<file path="src/rtl/pulse_gen_if.sv">
`default_nettype none
// ============================================================================
// Module      : pulse_gen_if
// Description : Motion command bundle between the control block (master)
//               and the step-pulse generator (slave). Also carries the
//               PUL/DIR outputs that go on to the stepper drivers.
// Revision    : 1.0 - initial release
// ============================================================================
interface pulse_gen_if;
   logic       Enable;
   logic [2:0] Motor;
   logic [9:0] PulseNum;
   logic [5:0] DRs;
   logic [5:0] PULs;
   logic [5:0] DIRs;
   logic       Busy;
   logic       Done;

   modport master (
      output Enable, Motor, PulseNum, DRs,
      input  PULs, DIRs, Busy, Done
   );

   modport slave (
      input  Enable, Motor, PulseNum, DRs,
      output PULs, DIRs, Busy, Done
   );
endinterface
`default_nettype wire

</file>
<file path="src/rtl/pulse_gen.sv">
`default_nettype none
// ============================================================================
// Module      : pulse_gen
// Description : Step-pulse generator for six stepper channels. Accepts a
//               motor select, pulse count and direction vector in IDLE,
//               waits DIR_SETUP clocks after updating DIRs, then emits the
//               requested number of pulses on the selected PUL output.
//               Busy covers the whole move; Done strobes once at the end.
//               Optional macro PULSE_GEN_RAMP_EN enables a trapezoidal
//               speed ramp (4x half period at the ends, 1x in the middle).
// Revision    : 1.0 - initial release
// ============================================================================
module pulse_gen #(
   parameter int HALF_PERIOD = 4,
   parameter int DIR_SETUP   = 8
) (
   input  logic       clk,
   input  logic       rst,
   pulse_gen_if.slave bus
);

   typedef enum logic [1:0] {
      S_IDLE  = 2'd0,
      S_SETUP = 2'd1,
      S_HIGH  = 2'd2,
      S_LOW   = 2'd3
   } state_t;

   localparam logic [15:0] c_setup_last = 16'(DIR_SETUP - 1);
   localparam logic [15:0] c_half       = 16'(HALF_PERIOD);

   state_t      r_state, w_state;
   logic [15:0] r_cnt,   w_cnt;
   logic [9:0]  r_remain, w_remain;
   logic [2:0]  r_motor, w_motor;
   logic [5:0]  r_puls,  w_puls;
   logic [5:0]  r_dirs,  w_dirs;
   logic        r_busy,  w_busy;
   logic        r_done,  w_done;
   logic [15:0] w_hlen;
   logic [5:0]  w_onehot;

   assign w_onehot = 6'(1) << r_motor;

`ifdef PULSE_GEN_RAMP_EN
   // Ramp: the half-period multiplier is fixed on entry to HIGH and held through LOW
   logic [9:0]  r_idx, w_idx_next, w_after;
   logic [1:0]  w_min;
   logic [15:0] r_hlen, w_hlen_new;
   logic        w_enter_high;

   assign w_enter_high = (w_state == S_HIGH) && (r_state != S_HIGH);
   assign w_idx_next   = (r_state == S_SETUP) ? 10'd0 : r_idx + 10'd1;
   assign w_after      = w_remain - 10'd1;
   assign w_hlen_new   = 16'(HALF_PERIOD * (32'd4 - 32'(w_min)));
   assign w_hlen       = r_hlen;

   // Multiplier index: min(pulse index, pulses remaining after it, 3)
   always_comb begin
      w_min = 2'd3;
      if (w_idx_next < 10'd3) w_min = w_idx_next[1:0];
      if (w_after < 10'(w_min)) w_min = w_after[1:0];
   end

   // Capture the phase length and pulse index when a new high phase starts
   always_ff @(posedge clk or negedge rst) begin
      if (!rst) begin
         r_idx  <= 10'd0;
         r_hlen <= c_half;
      end else if (w_enter_high) begin
         r_idx  <= w_idx_next;
         r_hlen <= w_hlen_new;
      end
   end
`else
   assign w_hlen = c_half;
`endif

   // Next-state and next-output logic; everything holds unless a phase ends
   always_comb begin
      w_state  = r_state;
      w_cnt    = r_cnt;
      w_remain = r_remain;
      w_motor  = r_motor;
      w_puls   = r_puls;
      w_dirs   = r_dirs;
      w_busy   = r_busy;
      w_done   = 1'b0;
      case (r_state)
         S_IDLE: begin
            // Zero counts and illegal motors are dropped silently
            if (bus.Enable && (bus.PulseNum != 10'd0) && (bus.Motor <= 3'd5)) begin
               w_state  = S_SETUP;
               w_cnt    = 16'd0;
               w_remain = bus.PulseNum;
               w_motor  = bus.Motor;
               w_dirs   = bus.DRs;
               w_busy   = 1'b1;
            end
         end
         S_SETUP: begin
            if (r_cnt == c_setup_last) begin
               w_state = S_HIGH;
               w_cnt   = 16'd0;
               w_puls  = w_onehot;
            end else begin
               w_cnt = r_cnt + 16'd1;
            end
         end
         S_HIGH: begin
            if (r_cnt == w_hlen - 16'd1) begin
               w_state = S_LOW;
               w_cnt   = 16'd0;
               w_puls  = 6'd0;
            end else begin
               w_cnt = r_cnt + 16'd1;
            end
         end
         S_LOW: begin
            if (r_cnt == w_hlen - 16'd1) begin
               w_cnt    = 16'd0;
               w_remain = r_remain - 10'd1;
               if (r_remain == 10'd1) begin
                  w_state = S_IDLE;
                  w_busy  = 1'b0;
                  w_done  = 1'b1;
               end else begin
                  w_state = S_HIGH;
                  w_puls  = w_onehot;
               end
            end else begin
               w_cnt = r_cnt + 16'd1;
            end
         end
         default: begin
            w_state = S_IDLE;
         end
      endcase
   end

   // State and output registers; reset clears every output immediately
   always_ff @(posedge clk or negedge rst) begin
      if (!rst) begin
         r_state  <= S_IDLE;
         r_cnt    <= 16'd0;
         r_remain <= 10'd0;
         r_motor  <= 3'd0;
         r_puls   <= 6'd0;
         r_dirs   <= 6'd0;
         r_busy   <= 1'b0;
         r_done   <= 1'b0;
      end else begin
         r_state  <= w_state;
         r_cnt    <= w_cnt;
         r_remain <= w_remain;
         r_motor  <= w_motor;
         r_puls   <= w_puls;
         r_dirs   <= w_dirs;
         r_busy   <= w_busy;
         r_done   <= w_done;
      end
   end

   assign bus.PULs = r_puls;
   assign bus.DIRs = r_dirs;
   assign bus.Busy = r_busy;
   assign bus.Done = r_done;

endmodule
`default_nettype wire

</file>
<file path="src/flat_wrapper.sv">
// flat-port wrapper written by rule: the top's interface ports become plain ports
module pulse_gen_flat 
#(
   parameter int HALF_PERIOD = 4,
   parameter int DIR_SETUP   = 8
)
  (clk, rst, bus_Enable, bus_Motor, bus_PulseNum, bus_DRs, bus_PULs, bus_DIRs, bus_Busy, bus_Done);
  pulse_gen_if bus_i ();
  input  logic clk;
  input  logic rst;
  input wire logic [$bits(bus_i.Enable)-1:0] bus_Enable;
  input wire logic [$bits(bus_i.Motor)-1:0] bus_Motor;
  input wire logic [$bits(bus_i.PulseNum)-1:0] bus_PulseNum;
  input wire logic [$bits(bus_i.DRs)-1:0] bus_DRs;
  output wire logic [$bits(bus_i.PULs)-1:0] bus_PULs;
  output wire logic [$bits(bus_i.DIRs)-1:0] bus_DIRs;
  output wire logic [$bits(bus_i.Busy)-1:0] bus_Busy;
  output wire logic [$bits(bus_i.Done)-1:0] bus_Done;
  assign bus_i.Enable = bus_Enable;
  assign bus_i.Motor = bus_Motor;
  assign bus_i.PulseNum = bus_PulseNum;
  assign bus_i.DRs = bus_DRs;
  assign bus_PULs = bus_i.PULs;
  assign bus_DIRs = bus_i.DIRs;
  assign bus_Busy = bus_i.Busy;
  assign bus_Done = bus_i.Done;
  pulse_gen #(.HALF_PERIOD(HALF_PERIOD), .DIR_SETUP(DIR_SETUP)) u_core (.clk(clk), .rst(rst), .bus(bus_i));
endmodule
</file>
<file path="config.mk">
export PLATFORM = sky130hd
export DESIGN_NAME = pulse_gen_flat
export DESIGN_NICKNAME = d
export VERILOG_FILES = /design/src/rtl/pulse_gen_if.sv /design/src/rtl/pulse_gen.sv /design/src/flat_wrapper.sv
export SDC_FILE = /design/constraint.sdc
export NUM_CORES = 1
export LEC_CHECK = 0
export CORE_UTILIZATION = 52
export CTS_BUF_LIST = sky130_fd_sc_hd__clkbuf_4
export DETAILED_ROUTE_END_ITERATION = 10
export PLACE_DENSITY_LB_ADDON = 0.05
export SETUP_SLACK_MARGIN = 0.4
export SLEW_MARGIN = 0
export SYNTH_ARGS = -nofsm -noshare
export SYNTH_HDL_FRONTEND = slang
export SYNTH_SLANG_ARGS = --single-unit
</file>
<file path="constraint.sdc">
create_clock -name clk -period 4.3 [get_ports clk]
set_clock_uncertainty 0.15 [all_clocks]
set_input_delay 0.43 -clock clk [delete_from_list [all_inputs] [get_ports clk]]
set_output_delay 0.43 -clock clk [all_outputs]
set_load 0.005 [all_outputs]
</file>
==> results of run 1 <==
-- cell type report --
class                      instances  area (um^2)
clock buffer                       6         45.0
timing repair buffer              35          345
sequential                        45         1130
tap                               70         87.6
clock inverter                     2         33.8
inverter                           7         26.3
multi-input combinational        215         1540
fill                             452         1880
-- power by group through the flow --
| stage | combinational, mW | clock, mW | sequential, mW |
|---|---|---|---|
| final | 1.06 | 0.263 | 0.702 |
| after floorplan | 0.785 | 0 | 0.674 |
| after global routing | 1.17 | 0.280 | 0.724 |
| after global placement | 1.03 | 0 | 0.703 |
| after detailed placement | 1.05 | 0 | 0.709 |
| after CTS | 1.05 | 0.270 | 0.700 |
-- registers in the layout, summed over array words and instances, names as in the netlist --
signal,cells
u_core.r_cnt,16
u_core.r_remain,10
u_core.bus.DIRs,6
u_core.bus.PULs,6
u_core.r_motor,3
u_core.r_state,2
u_core.bus.Busy,1
u_core.bus.Done,1
-- layer usage --
layer  routed length, um  global-route usage (%)  vias to the layer above
li1                    -                       -                     1118
met1                2830                    34.7                     1150
met2                2940                    38.9                       64
met3                 376                    4.88                        7
met4                  63                    6.29                        0
met5                   0                       0                        -
-- synthesized netlist by cell type, drive strengths merged, types with 3 or more instances --
| master | instances |
|---|---|
| a31oi | 3 |
| o41ai | 6 |
| or3 | 4 |
| xnor2 | 3 |
| and3 | 6 |
| nor4b | 3 |
| o22ai | 3 |
| buf | 4 |
| and4 | 5 |
| o21ai | 10 |
| inv | 7 |
| or4 | 6 |
| nor2 | 17 |
| a21o | 4 |
| ha | 8 |
| a22o | 5 |
| a21oi | 8 |
| nor2b | 5 |
| nand4 | 6 |
| nand3 | 9 |
| nor4 | 12 |
| nand2 | 35 |
| mux2 | 15 |
| dfrtp | 45 |
| or2 | 3 |
| nand2b | 4 |
| nor3 | 12 |
| clkbuf | 4 |
-- per-stage QoR --
stage	util (%)	setup WS, ns
floorplan	-	2.10
global placement	61.5	1.30
detailed placement	61.5	1.28
CTS	63.0	1.64
global route	63.0	1.41
finish	63.0	1.60
-- final timing paths --
check	depth (start not counted)	slack, ns	from	end
worst max-delay path	5	1.60	u_core.r_state[0]$_DFFE_PN0P_	u_core.r_cnt[5]$_DFFE_PN0P_
worst min-delay path	1	0.06	rst	u_core.r_remain[6]$_DFFE_PN0P_
worst max register to register	5	1.60	u_core.r_state[0]$_DFFE_PN0P_	u_core.r_cnt[5]$_DFFE_PN0P_
worst min register to register	1	0.36	u_core.bus.PULs[0]$_DFFE_PN0P_	u_core.bus.PULs[0]$_DFFE_PN0P_
max in group asynchronous	1	3.30	rst	u_core.bus.PULs[5]$_DFFE_PN0P_
min in group clk	1	0.36	u_core.bus.PULs[0]$_DFFE_PN0P_	u_core.bus.PULs[0]$_DFFE_PN0P_
-- worst register-to-register path: stages (launching register included) --
cell and delay [ns]:
dfrtp_1 0.45, inv_1 0.10, ha_1 0.72, inv_1 0.24, nor2_1 0.70, a221o_1 0.29
-- cells by family (layout without fill, tap and decap cells) --
family / count (synthesis) / in the layout / synth area share [%]
AO/OA/AOI/OAI: 59 / 59 / 16.8
multiplexers: 15 / 15 / 6.18
flip-flops: 45 / 45 / 41.2
XOR/XNOR: 3 / 3 / 0.962
adder cells (fa/ha/maj): 8 / 8 / 3.66
AND/OR/NAND/NOR: 130 / 130 / 28.6
buffers and inverters: 15 / 50 / 2.57
-- cells in the final DEF, fill, tap and decap left out, types with 3 or more instances in the layout --
| cell | instances |
|---|---|
| dfrtp_1 | 45 |
| clkdlybuf4s50_1 | 34 |
| nand2_1 | 33 |
| nor2_1 | 17 |
| nor4_1 | 9 |
| nor3_1 | 9 |
| mux2_2 | 9 |
| nand3_1 | 9 |
| o21ai_0 | 9 |
| ha_1 | 8 |
| inv_1 | 7 |
| and3_1 | 6 |
| mux2_1 | 6 |
| a21oi_1 | 6 |
| clkbuf_4 | 6 |
| nor2b_1 | 5 |
| and4_1 | 5 |
| o41ai_1 | 5 |
| a22o_1 | 5 |
| or4_1 | 4 |
| a21o_1 | 4 |
| nand2b_1 | 4 |
| or3_1 | 4 |
| nor4_2 | 3 |
| nand4_1 | 3 |
| or2_2 | 3 |
| o22ai_1 | 3 |
| nor3_2 | 3 |
| a31oi_1 | 3 |
| xnor2_1 | 3 |
==> summary.md, run 1 <==
| Metric | Value |
|---|---|
| Drt drc | 0 |
| Register area share after synthesis | 41.2% |
| Switching part of the total | 43.3% |
| Library cells used by synthesis | 59 |
| EDFF count, synth | 0 |
| Hold Path Class | in2async |
| GRT Resource Usage Total | 24.6% |
| Pins Over Slew Limit | 0 |
| Resize count post-CTS | 0 |
| Root buffer cell | clkbuf_4 |
| Clock transition at the registers of the reported paths | 0.13 ns |
| WP buf/inv | 2 |
| Worst EP arrival | 2.84 ns |
| First-pass GRT wire length | 10.4 mm |
| Status | finished, final reports clean |
| Cell Int Power | 1.15 mW |
| WHS | 0.0637 ns |
| Yosys top cell area share | 41.2% |
| Post-synthesis area per instance | 9.93 um^2 |
| Die X | 74.5 um |
| Via Count | 2339 |
| Crit path max-delay family | adder cells |
| Worst-margin pin slew | 1.00 ns |
| Comb pwr share | 52.3% |
| Vias in the first global route | 2173 |
| Share of cells above drive strength 1 | 12.3% |
| Register share of total power | 34.7% |
| FP Rows | 26 |
| Relative slew slack | 33.1% |
| CTS sink count | 45 |
| Dpl cell area | 3120 um^2 |
| Fin cells | 380 |
| Max Cap Viol | 0 |
| CTS H-tree lvls | 2 |
| Design Area, Final | 3200 um^2 |
| Crit-path most repeated cell | inv_1 |
| Power Total | 2.02 mW |
| Post-DP HPWL | 4.49 mm |
| Async SR Flop Fraction | 100% |
| Final setup viols | 0 |
| CTS Buffer Depth | 2 |
| Area contributors post-synth | dfrtp_1 41%, nand2_1 4.5%, mux2_2 3.7%, ha_1 3.7%, mux2_1 2.5% |
| Final Hold Viols | 0 |
| Initial antenna violation count | 0 |
| Largest net degree at the start of global routing | 46 |
| Endpoint class of the critical path | flop |
| Worst-Skew Late Latency | 0.36 ns |
| FMAX | 371 MHz |
| Period utilization | 62.8% |
| Die height | 74.5 um |
| Starting Density | 53.8% |
| Data required, critical path | 4.44 ns |
| Total gr overflow | 0 |
| Iter 0 DRT Violations | 124 |
| Yosys warns | 0 |
| Gate Count Post-Synth | 275 |
| Per-cell routed wire length | 16.3 um |
| Syn_nets | 305 |
| Synth-to-Final Area Change | 17.1% |
| Number of synthesized register bits | 45 |
| Area leader, netlist | dfrtp_1 |
| Core area | 5070 um^2 |
| Unrepaired setup endpoints after global routing | false |
| Tmin final | 2.70 ns |
| WL final | 6.20 mm |
| Startpoint types | flop |
| Final #Nets | 339 |
| Fin Setup TNS | 0 ns |
| Cell area after synthesis | 2730 um^2 |
| TritonCTS buffer count | 5 |
| Avg Vias per Cell | 6.16 |
| WS Path Type | reg2reg |
| Antenna Violating Nets Remaining | 0 |
| # diodes | 0 |
| Worst VDD drop | 353 uV |
| CP max stage cell | ha_1 |
| LEAKAGE | 1.31 nW |
| Crit-path max FO | 23 |
| Worst-path cell chain | inv_1 > ha_1 > inv_1 > nor2_1 > a221o_1 |
| Placed Instances | 372 |
| NetSw | 0.875 mW |
| Clock power frac | 13.0% |
| Full die area | 5550 um^2 |
| I/O Pins | 36 |
| DRT Pass-1 Iters | 4 |
| Worst path max stage delay | 0.72 ns |
| Top_reg_cell synth | dfrtp_1 |
| Post-CTS Hold Buffers | 0 |
| Post-CTS Setup Bufs | 0 |
| Power Density | 632 nW/um^2 |
| I/O Buffers | 35 |
| CTS tree | yes |
| Gpl congestion | 0.825 |
No activity file was read; power rests on OpenSTA's default activity.
==> run 2: changes to the inputs <==
clock period = 2.19 ns   (was 4.3 ns; I/O delays follow)
==> run 2 against run 1 <==
  * Flip-flop and latch count did not move
  * Die area unchanged
  * Final area grew 31%
  * Global-route usage increased by 4.2 points
  * Power grew to 2.6 times the previous value
  * Largest cell class unchanged
  * Largest power group unchanged
==> summary.md, run 2 (synthesized netlist as in run 1, its figures left out) <==
| Metric | Value |
|---|---|
| Status | finished, final reports clean |
| Regs by FF count | u_core.r_cnt: 16 flops, u_core.r_remain: 10 flops |
| CTS sink count | 45 |
| Power Total | 5.31 mW |
| Final Hold Viols | 0 |
| Pins Over Slew Limit | 0 |
| Worst-margin pin slew | 0.438 ns |
| DRT Pass-1 Iters | 5 |
| Max Cap Viol | 0 |
| Total gr overflow | 0 |
| I/O Buffers | 35 |
| WL final | 8.30 mm |
| First-pass GRT wire length | 12.0 mm |
| Fin Setup TNS | 0 ns |
| Vias in the first global route | 2462 |
| Final setup viols | 0 |
| Placed Instances | 417 |
| CTS Buffer Depth | 2 |
| FP Rows | 26 |
| Final #Nets | 411 |
| Die height | 74.5 um |
| # diodes | 0 |
| Post-DP HPWL | 4.98 mm |
| Most common cell after layout, fill and taps aside | buf_4 |
| Period utilization | 99.5% |
| Via Count | 2766 |
| Per-cell routed wire length | 18.4 um |
| I/O Pins | 36 |
| Gpl congestion | 0.841 |
| FMAX | 459 MHz |
| Die X | 74.5 um |
| Antenna Violating Nets Remaining | 0 |
| Endpoint class of the critical path | flop |
| Drt drc | 0 |
| Data required, critical path | 2.32 ns |
| Largest register FFs | 16 |
| Power Density | 1270 nW/um^2 |
| Startpoint types | flop |
| Largest Register | u_core.r_cnt |
| Root buffer cell | clkbuf_4 |
| Fin cells | 452 |
| R2r worst-path depth | 6 |
| Hold Path Cell Cnt | 3 |
| Avg Vias per Cell | 6.12 |
| Share of cells above drive strength 1 | 40.8% |
| Relative slew slack | 70.6% |
| Crit-path max FO | 6 |
| Initial antenna violation count | 0 |
| GRT Resource Usage Total | 28.9% |
| TritonCTS buffer count | 5 |
| Final core utilization | 82.6% |
| Synth-to-Final Area Change | 53.4% |
| LEAKAGE | 1.81 nW |
| Worst-Skew Late Latency | 0.38 ns |
| Full die area | 5550 um^2 |
| Hold Path Class | in2reg |
| Design Area, Final | 4190 um^2 |
| Starting Density | 53.8% |
| Iter 0 DRT Violations | 224 |
| Dpl cell area | 3580 um^2 |
| WS Path Type | reg2reg |
| Core area | 5070 um^2 |
| CTS tree | yes |
| Clock transition at the registers of the reported paths | 0.15 ns |
| Unrepaired setup endpoints after global routing | true |
| Worst EP arrival | 2.31 ns |
| Largest net degree at the start of global routing | 29 |
| Tmin final | 2.18 ns |
| Worst VDD drop | 755 uV |
| CTS H-tree lvls | 2 |
| Most frequent cells in the layout | 52 x buf_4, 41 x dfrtp_1, 32 x nand2_1 |
[run 2: worst max-delay path, stage by stage (launching register included)]
cell	delay, ns
dfrtp_1	0.47
nor4_4	0.28
buf_4	0.19
nand4_4	0.18
o21ai_4	0.25
nand4_4	0.20
mux2_1	0.35
[run 2: path summary, 6_finish.rpt]
kind,slack (ns),endpoint,start
min in group asynchronous,0.13,u_core.bus.Done$_DFF_PN0_,rst
worst max register to register,0.01,u_core.bus.PULs[1]$_DFFE_PN0P_,u_core.r_cnt[15]$_DFFE_PN0P_
max in group asynchronous,1.03,u_core.r_remain[4]$_DFFE_PN0P_,rst
worst min register to register,0.36,u_core.bus.PULs[1]$_DFFE_PN0P_,u_core.bus.PULs[1]$_DFFE_PN0P_
worst max-delay path,0.01,u_core.bus.PULs[1]$_DFFE_PN0P_,u_core.r_cnt[15]$_DFFE_PN0P_
worst min-delay path,0.03,u_core.r_remain[5]$_DFFE_PN0P_,bus_PulseNum[5]
[run 2: where the power goes]
part / total [mW] / switching (mW) / internal [mW]
logic: 3.45 / 1.74 / 1.70
clock network: 0.431 / 0.305 / 0.126
registers: 1.43 / 0.318 / 1.11
total: 5.31 / 2.37 / 2.94
[run 2: area by class of cell]
type,instances,area [um^2]
repair buffers,105,933
well taps,70,87.6
flip-flops and latches,45,1130
fillers,306,885
multi-input cells,217,1950
inverters,7,26.3
clock inverters,3,20.0
clock buffers,5,37.5
[run 2: per-layer routing]
metal,GRT usage (%),up-vias,part of all wire [%]
met3,5.28,20,5.6
met1,40.5,1357,44
met4,7.76,0,1.6
met5,0,-,0
met2,45.9,122,49
li1,-,1267,-
[run 2: through the flow]
| step | setup slack [ns] | hold WS [ns] |
|---|---|---|
| 6_report | 0.0101 | 0.0301 |
| 4_1_cts | 0.0725 | 0.0217 |
| 3_3_place_gp | -0.303 | 0.0306 |
| 2_1_floorplan | 0.114 | -0.227 |
| 5_1_grt | -0.0598 | 0.0329 |
| 3_5_place_dp | -0.334 | 0.0269 |
[run 2: timing repair]
action                                  4_1_cts  5_1_grt
buffers inserted                             10       11
endpoints found under the setup margin       45       40
resized for setup                            75       36
hold buffers                                  2        1
pin swaps                                    28       17
hold endpoints to repair                     18        1
gates cloned                                  3        0
==> run 3: changes to the inputs <==
ABC_CLOCK_PERIOD_IN_PS = 2190   (was unset)
==> results of run 3 <==
Final layout, timing and power as in run 2 (identical DEF).
